<file path="src/rtl/s5_pp_defs.sv">
// Shared constants for the S5 post-processing chain: word widths,
// default collector buffer depth and von Neumann pair encodings.
package s5_pp_defs;

    localparam int S5_WORD_W     = 5;
    localparam int S5_OUT_W      = 4;
    localparam int S5_FIFO_DEPTH = 4;

    // Pair encodings as {first raw bit, second raw bit}
    localparam logic [1:0] VN_PAIR_00 = 2'b00;
    localparam logic [1:0] VN_PAIR_01 = 2'b01;
    localparam logic [1:0] VN_PAIR_10 = 2'b10;
    localparam logic [1:0] VN_PAIR_11 = 2'b11;

endpackage

</file>
<file path="src/rtl/trng_sync_fifo.sv">
// Single-clock FIFO with registered occupancy, full/empty flags and a
// combinational head output; a push into a full FIFO succeeds only with a pop.
module trng_sync_fifo #(
    parameter int WIDTH = 5,
    parameter int DEPTH = 4
) (
    input  logic                     CLK,
    input  logic                     RST,
    input  logic                     PUSH,
    input  logic                     POP,
    input  logic [WIDTH-1:0]         WDATA,
    output logic [WIDTH-1:0]         RDATA,
    output logic                     FULL,
    output logic                     EMPTY,
    output logic [$clog2(DEPTH):0]   FILL
);

    localparam int AW = $clog2(DEPTH);
    localparam logic [AW:0] L_FULL_CNT = (AW+1)'(DEPTH);

    logic [WIDTH-1:0] r_mem [DEPTH];
    logic [AW-1:0]    r_wr_ptr;
    logic [AW-1:0]    r_rd_ptr;
    logic [AW:0]      r_fill;
    logic             w_pop;
    logic             w_push;

    assign EMPTY  = (r_fill == '0);
    assign FULL   = (r_fill == L_FULL_CNT);
    assign FILL   = r_fill;
    assign RDATA  = r_mem[r_rd_ptr];
    assign w_pop  = POP && !EMPTY;
    assign w_push = PUSH && (!FULL || w_pop);

    // Entries are reset so the head reads 0 straight after reset
    for (genvar gi = 0; gi < DEPTH; gi++) begin : g_entry
        always_ff @(posedge CLK) begin
            if (RST) begin
                r_mem[gi] <= '0;
            end else if (w_push && (r_wr_ptr == AW'(gi))) begin
                r_mem[gi] <= WDATA;
            end
        end
    end

    always_ff @(posedge CLK) begin
        if (RST) begin
            r_wr_ptr <= '0;
            r_rd_ptr <= '0;
            r_fill   <= '0;
        end else begin
            if (w_push) r_wr_ptr <= r_wr_ptr + AW'(1);
            if (w_pop)  r_rd_ptr <= r_rd_ptr + AW'(1);
            case ({w_push, w_pop})
                2'b10:   r_fill <= r_fill + (AW+1)'(1);
                2'b01:   r_fill <= r_fill - (AW+1)'(1);
                default: r_fill <= r_fill;
            endcase
        end
    end

endmodule

</file>
<file path="src/rtl/s5_word_collector.sv">
// Assembles accepted raw TRNG bits MSB-first into words and buffers them for S5.
// Optional von Neumann debiasing via S5_COLLECTOR_VON_NEUMANN_EN.
module s5_word_collector
    import s5_pp_defs::*;
#(
    parameter int WORD_W     = S5_WORD_W,
    parameter int FIFO_DEPTH = S5_FIFO_DEPTH
) (
    input  logic                         CLK,
    input  logic                         RST,
    input  logic                         BIT_IN,
    input  logic                         BIT_VALID,
    output logic [WORD_W-1:0]            D_OUT,
    output logic                         D_VALID,
    input  logic                         D_READY,
    output logic                         OVERFLOW,
    output logic [$clog2(FIFO_DEPTH):0]  FILL
);

    localparam int CW = $clog2(WORD_W);
    localparam logic [CW-1:0] L_LAST = CW'(WORD_W - 1);

    logic [CW-1:0]     r_cnt;
    logic [WORD_W-2:0] r_shift;
    logic              r_overflow;
    logic              w_acc_valid;
    logic              w_acc_bit;
    logic              w_complete;
    logic              w_pop;
    logic              w_full;
    logic              w_empty;

`ifdef S5_COLLECTOR_VON_NEUMANN_EN
    logic r_phase;
    logic r_pair;

    always_ff @(posedge CLK) begin
        if (RST) begin
            r_phase <= 1'b0;
            r_pair  <= 1'b0;
        end else if (BIT_VALID) begin
            r_phase <= ~r_phase;
            if (!r_phase) r_pair <= BIT_IN;
        end
    end

    // The decoded bit reaches the collector on the edge of the second raw bit
    always_comb begin
        w_acc_valid = 1'b0;
        w_acc_bit   = 1'b0;
        if (BIT_VALID && r_phase) begin
            case ({r_pair, BIT_IN})
                VN_PAIR_01: begin w_acc_valid = 1'b1; w_acc_bit = 1'b0; end
                VN_PAIR_10: begin w_acc_valid = 1'b1; w_acc_bit = 1'b1; end
                default:    begin w_acc_valid = 1'b0; w_acc_bit = 1'b0; end
            endcase
        end
    end
`else
    assign w_acc_valid = BIT_VALID;
    assign w_acc_bit   = BIT_IN;
`endif

    assign w_complete = w_acc_valid && (r_cnt == L_LAST);
    assign w_pop      = D_VALID && D_READY;
    assign D_VALID    = !w_empty;
    assign OVERFLOW   = r_overflow;

    always_ff @(posedge CLK) begin
        if (RST) begin
            r_cnt      <= '0;
            r_shift    <= '0;
            r_overflow <= 1'b0;
        end else begin
            if (w_acc_valid) begin
                r_cnt   <= w_complete ? '0 : r_cnt + CW'(1);
                r_shift <= w_complete ? '0 : {r_shift[WORD_W-3:0], w_acc_bit};
            end
            if (w_complete && w_full && !w_pop) r_overflow <= 1'b1;
        end
    end

    trng_sync_fifo #(
        .WIDTH (WORD_W),
        .DEPTH (FIFO_DEPTH)
    ) u_fifo (
        .CLK   (CLK),
        .RST   (RST),
        .PUSH  (w_complete),
        .POP   (w_pop),
        .WDATA ({r_shift, w_acc_bit}),
        .RDATA (D_OUT),
        .FULL  (w_full),
        .EMPTY (w_empty),
        .FILL  (FILL)
    );

endmodule

</file>
<file path="config.mk">
export PLATFORM = sky130hd
export DESIGN_NAME = s5_word_collector
export DESIGN_NICKNAME = d
export VERILOG_FILES = /design/src/rtl/s5_pp_defs.sv /design/src/rtl/trng_sync_fifo.sv /design/src/rtl/s5_word_collector.sv
export SDC_FILE = /design/constraint.sdc
export NUM_CORES = 1
export LEC_CHECK = 0
export ABC_AREA = 1
export BUFFER_PORTS_ARGS = -buffer_cell sky130_fd_sc_hd__buf_4
export CORE_ASPECT_RATIO = 0.75
export CORE_MARGIN = 2
export CORE_UTILIZATION = 46
export CTS_CLUSTER_SIZE = 30
export DETAILED_ROUTE_END_ITERATION = 10
export PLACE_DENSITY_LB_ADDON = 0.12
export SETUP_SLACK_MARGIN = 0.15
export SLEW_MARGIN = 30
export SYNTH_ARGS = -nofsm -noshare
export SYNTH_HDL_FRONTEND = slang
export SYNTH_HIERARCHICAL = 1
export SYNTH_SLANG_ARGS = --single-unit
</file>
<file path="constraint.sdc">
create_clock -name CLK -period 2.4 [get_ports CLK]
set_input_delay 0.36 -clock CLK [delete_from_list [all_inputs] [get_ports CLK]]
set_output_delay 0.36 -clock CLK [all_outputs]
set_load 0.02 [all_outputs]
</file>
==> flow_summary.ini <==
[status]
run_status = completed

[timing]
period_needed_ps = 2110
fmax_ghz = 0.473
fin_crit_sh = 0.880
hold_viol_final = 0
setup_viol = 0
fin_setup_tns_ps = 0
slew_viol_final = 0
worst_pin_slew_ps = 368
grt_setup_unrepaired = false
worst_slack_ps = 287
slew_headroom = 0.755
clock_skew_ps = 8.74
hold_ws_ps = 273

[critical_path]
endpoint_kind = primary output
cp-start-kind = flip-flop
rrSetupSlack_ps = 390
crit_fanout = 11
crit_arrival_ps = 1750
reg2reg_depth = 14
crit_required_ps = 2040
crit_chain = clkinv_1 > o21ai_0 > o22ai_1 > buf_4
crit_buf_inv = 2
critPathTopFamily = flip-flops
reg2reg_to = u_fifo/FILL[2]$_SDFFE_PP0P_
reg2reg_from = u_fifo/FILL[2]$_SDFFE_PP0P_
path_class = reg -> out
crit_slowest_cell = dfxtp_1
max_stage_delay_ps = 540

[worst_hold_path]
hold_end = u_fifo/FILL[0]$_SDFFE_PP0P_
holdCritStartpoint = RST
holdPathStages = 2
hold_path.class = in -> reg

[yosys]
synth-simple-area-share = 0.254
ys_seq_area_frac = 0.520
synth_mux_area_frac = 0
synth_top_family_by_area = simple AND/OR/NAND/NOR gates
syn_inst = 191
synth_area_um2 = 1810
avgSynthCellArea_um2 = 9.48
synth_seq_cells = 37
synth_compound_area_frac = 0.0940
synth_cell_types = 28
synthAdderAreaFrac = 0.0525
yosys_warnings = 6
synthesis.nets = 203
synth-xor-area-share = 0.00484

[clock_network]
htreeDepth = 2
cts_resized = 0
cts_tree = yes
cts_root_buffer = clkbuf_8
cts.sinks = 37
cts_buffer_depth = 2
clk_pin_slew_ps = 70
cts_setup_buffers = 0
hold_buffers = 0
cts_buffers = 5
clk_latency_ps = 290

[routing]
drt_pass1_iterations = 4
via_per_inst = 5.09
routed_wirelength_um = 3480
vias = 1334
drt_iter0_drc = 87
ant_nets = 0
post_drt_wl_per_cell_um = 13.3
drc = 0

[pwr]
leakage_nw = 0.828
p_per_area_nw_per_um2 = 667
p_total_mw = 1.40
vdd_drop_max_mv = 0.472

[grt]
grt_max_degree = 15
track_usage = 0.167
grt_pass1_wl_um = 5630
antenna_found_initial = 0
grt-ovfl-total = 0
grt_pass1_vias = 1319

[finish]
antennaDiodeCount = 0
layout_common_cells = nor2_1 (38), inv_1 (21), nand2_1 (20), edfxtp_1 (20), dfxtp_1 (17)
nNetsFinal = 221
layout-drive-gt1-share = 0.214
finalInstanceArea_um2 = 2090
fin_cells = 262
syn_to_final_growth_pct = 15.6
fin_util = 0.564
final_common_cell = nor2_1

[floorplanning]
dieWidth_um = 76.4
initial_core_util = 0.488
core_um2 = 3710
pin_count = 15
die_h_um = 58.3
num_rows = 19
die_area_um2 = 4460

[placed_design]
dp_slack_ps = 398
gp_congestion = 0.782
dp_hpwl_um = 2680
portBuffers = 14
place_area_um2 = 1960
dp_cells = 254

[job]
maxCapViolCount = 0
kinds of logic after synthesis:
logic type,after synthesis
buffers and inverters,31
AND/OR/NAND/NOR,83
AO/OA/AOI/OAI,32
flip-flops,37
adder cells (fa/ha/maj),7
XOR/XNOR,1
state kept, by name, indices dropped and copies added (netlist names), named ones only:
signal and count:
OVERFLOW 1, u_fifo/r_rd_ptr 2, r_shift 4, u_fifo/r_wr_ptr 2, u_fifo/FILL 3, r_cnt 3, u_fifo/r_mem 20
metal layers:
layer / GRT usage / vias up / wire length (um)
met3: 0.0491 / 11 / 249
met1: 0.204 / 618 / 1560
met4: 0.0805 / 0 / 62
met5: 0 / - / 0
li1: - / 659 / -
met2: 0.277 / 46 / 1610
cell usage after synthesis:
cell      number  area [um^2]
nand2_1       20         75.1
a21oi_2        1         8.76
inv_4          1         6.26
o21ai_1        4         20.0
nand2_4        4         45.0
ha_1           6         75.1
o21ai_0       15         75.1
inv_8          1         11.3
clkinv_1       1         3.75
nand2_2        3         18.8
nand3_2        1         10.0
inv_1         21         78.8
nand4_1        2         12.5
edfxtp_1      20          601
fa_1           1         20.0
buf_6          1         11.3
dfxtp_1       17          340
buf_2          2         10.0
a21oi_1        7         35.0
nand2_8        1         20.0
xor2_1         1         8.76
nor3_1         1         5.00
o22ai_1        5         31.3
inv_2          4         15.0
nand3_1        6         30.0
nor2_2         2         12.5
nand3_4        5         87.6
nor2_1        38          143
worst max-delay path by stage:
stage,startpoint,cells past startpoint,to
6_report,flip-flop,4,D_OUT[3]
5_1_grt,u_fifo/FILL[0]$_SDFFE_PP0P_,14,u_fifo/FILL[2]$_SDFFE_PP0P_
4_1_cts,flip-flop,4,D_OUT[0]
3_5_place_dp,u_fifo/FILL[0]$_SDFFE_PP0P_,14,u_fifo/FILL[2]$_SDFFE_PP0P_
3_3_place_gp,u_fifo/FILL[0]$_SDFFE_PP0P_,14,u_fifo/FILL[2]$_SDFFE_PP0P_
2_1_floorplan,u_fifo/FILL[2]$_SDFFE_PP0P_,14,u_fifo/FILL[2]$_SDFFE_PP0P_
power by group:
part	switching, mW	leakage [nW]	internal [mW]
combinational	0.0499	0.416	0.0230
sequential	0.00877	0.344	0.683
clock	0.219	0.0681	0.413
total	0.278	0.828	1.12
cell type report:
type | count | area, um^2
fillers | 347 | 1620
flip-flops and latches | 37 | 941
multi-input cells | 123 | 733
inverters | 28 | 115
repair buffers | 14 | 105
clock buffers | 5 | 68.8
clock inverters | 3 | 65.1
well taps | 52 | 65.1
worst register-to-register path: stages, from the launching register on:
cell and delay, ps:
dfxtp_1 360, inv_1 90, nand2_2 110, inv_1 60, inv_1 70, nand2_1 60
inv_1 130, nand2_4 80, inv_4 100, nand2_8 60, fa_1 380, inv_1 70
nand4_1 110, a21oi_1 160, nor2_1 60
Note: power is estimated with default switching activity, not from simulation.
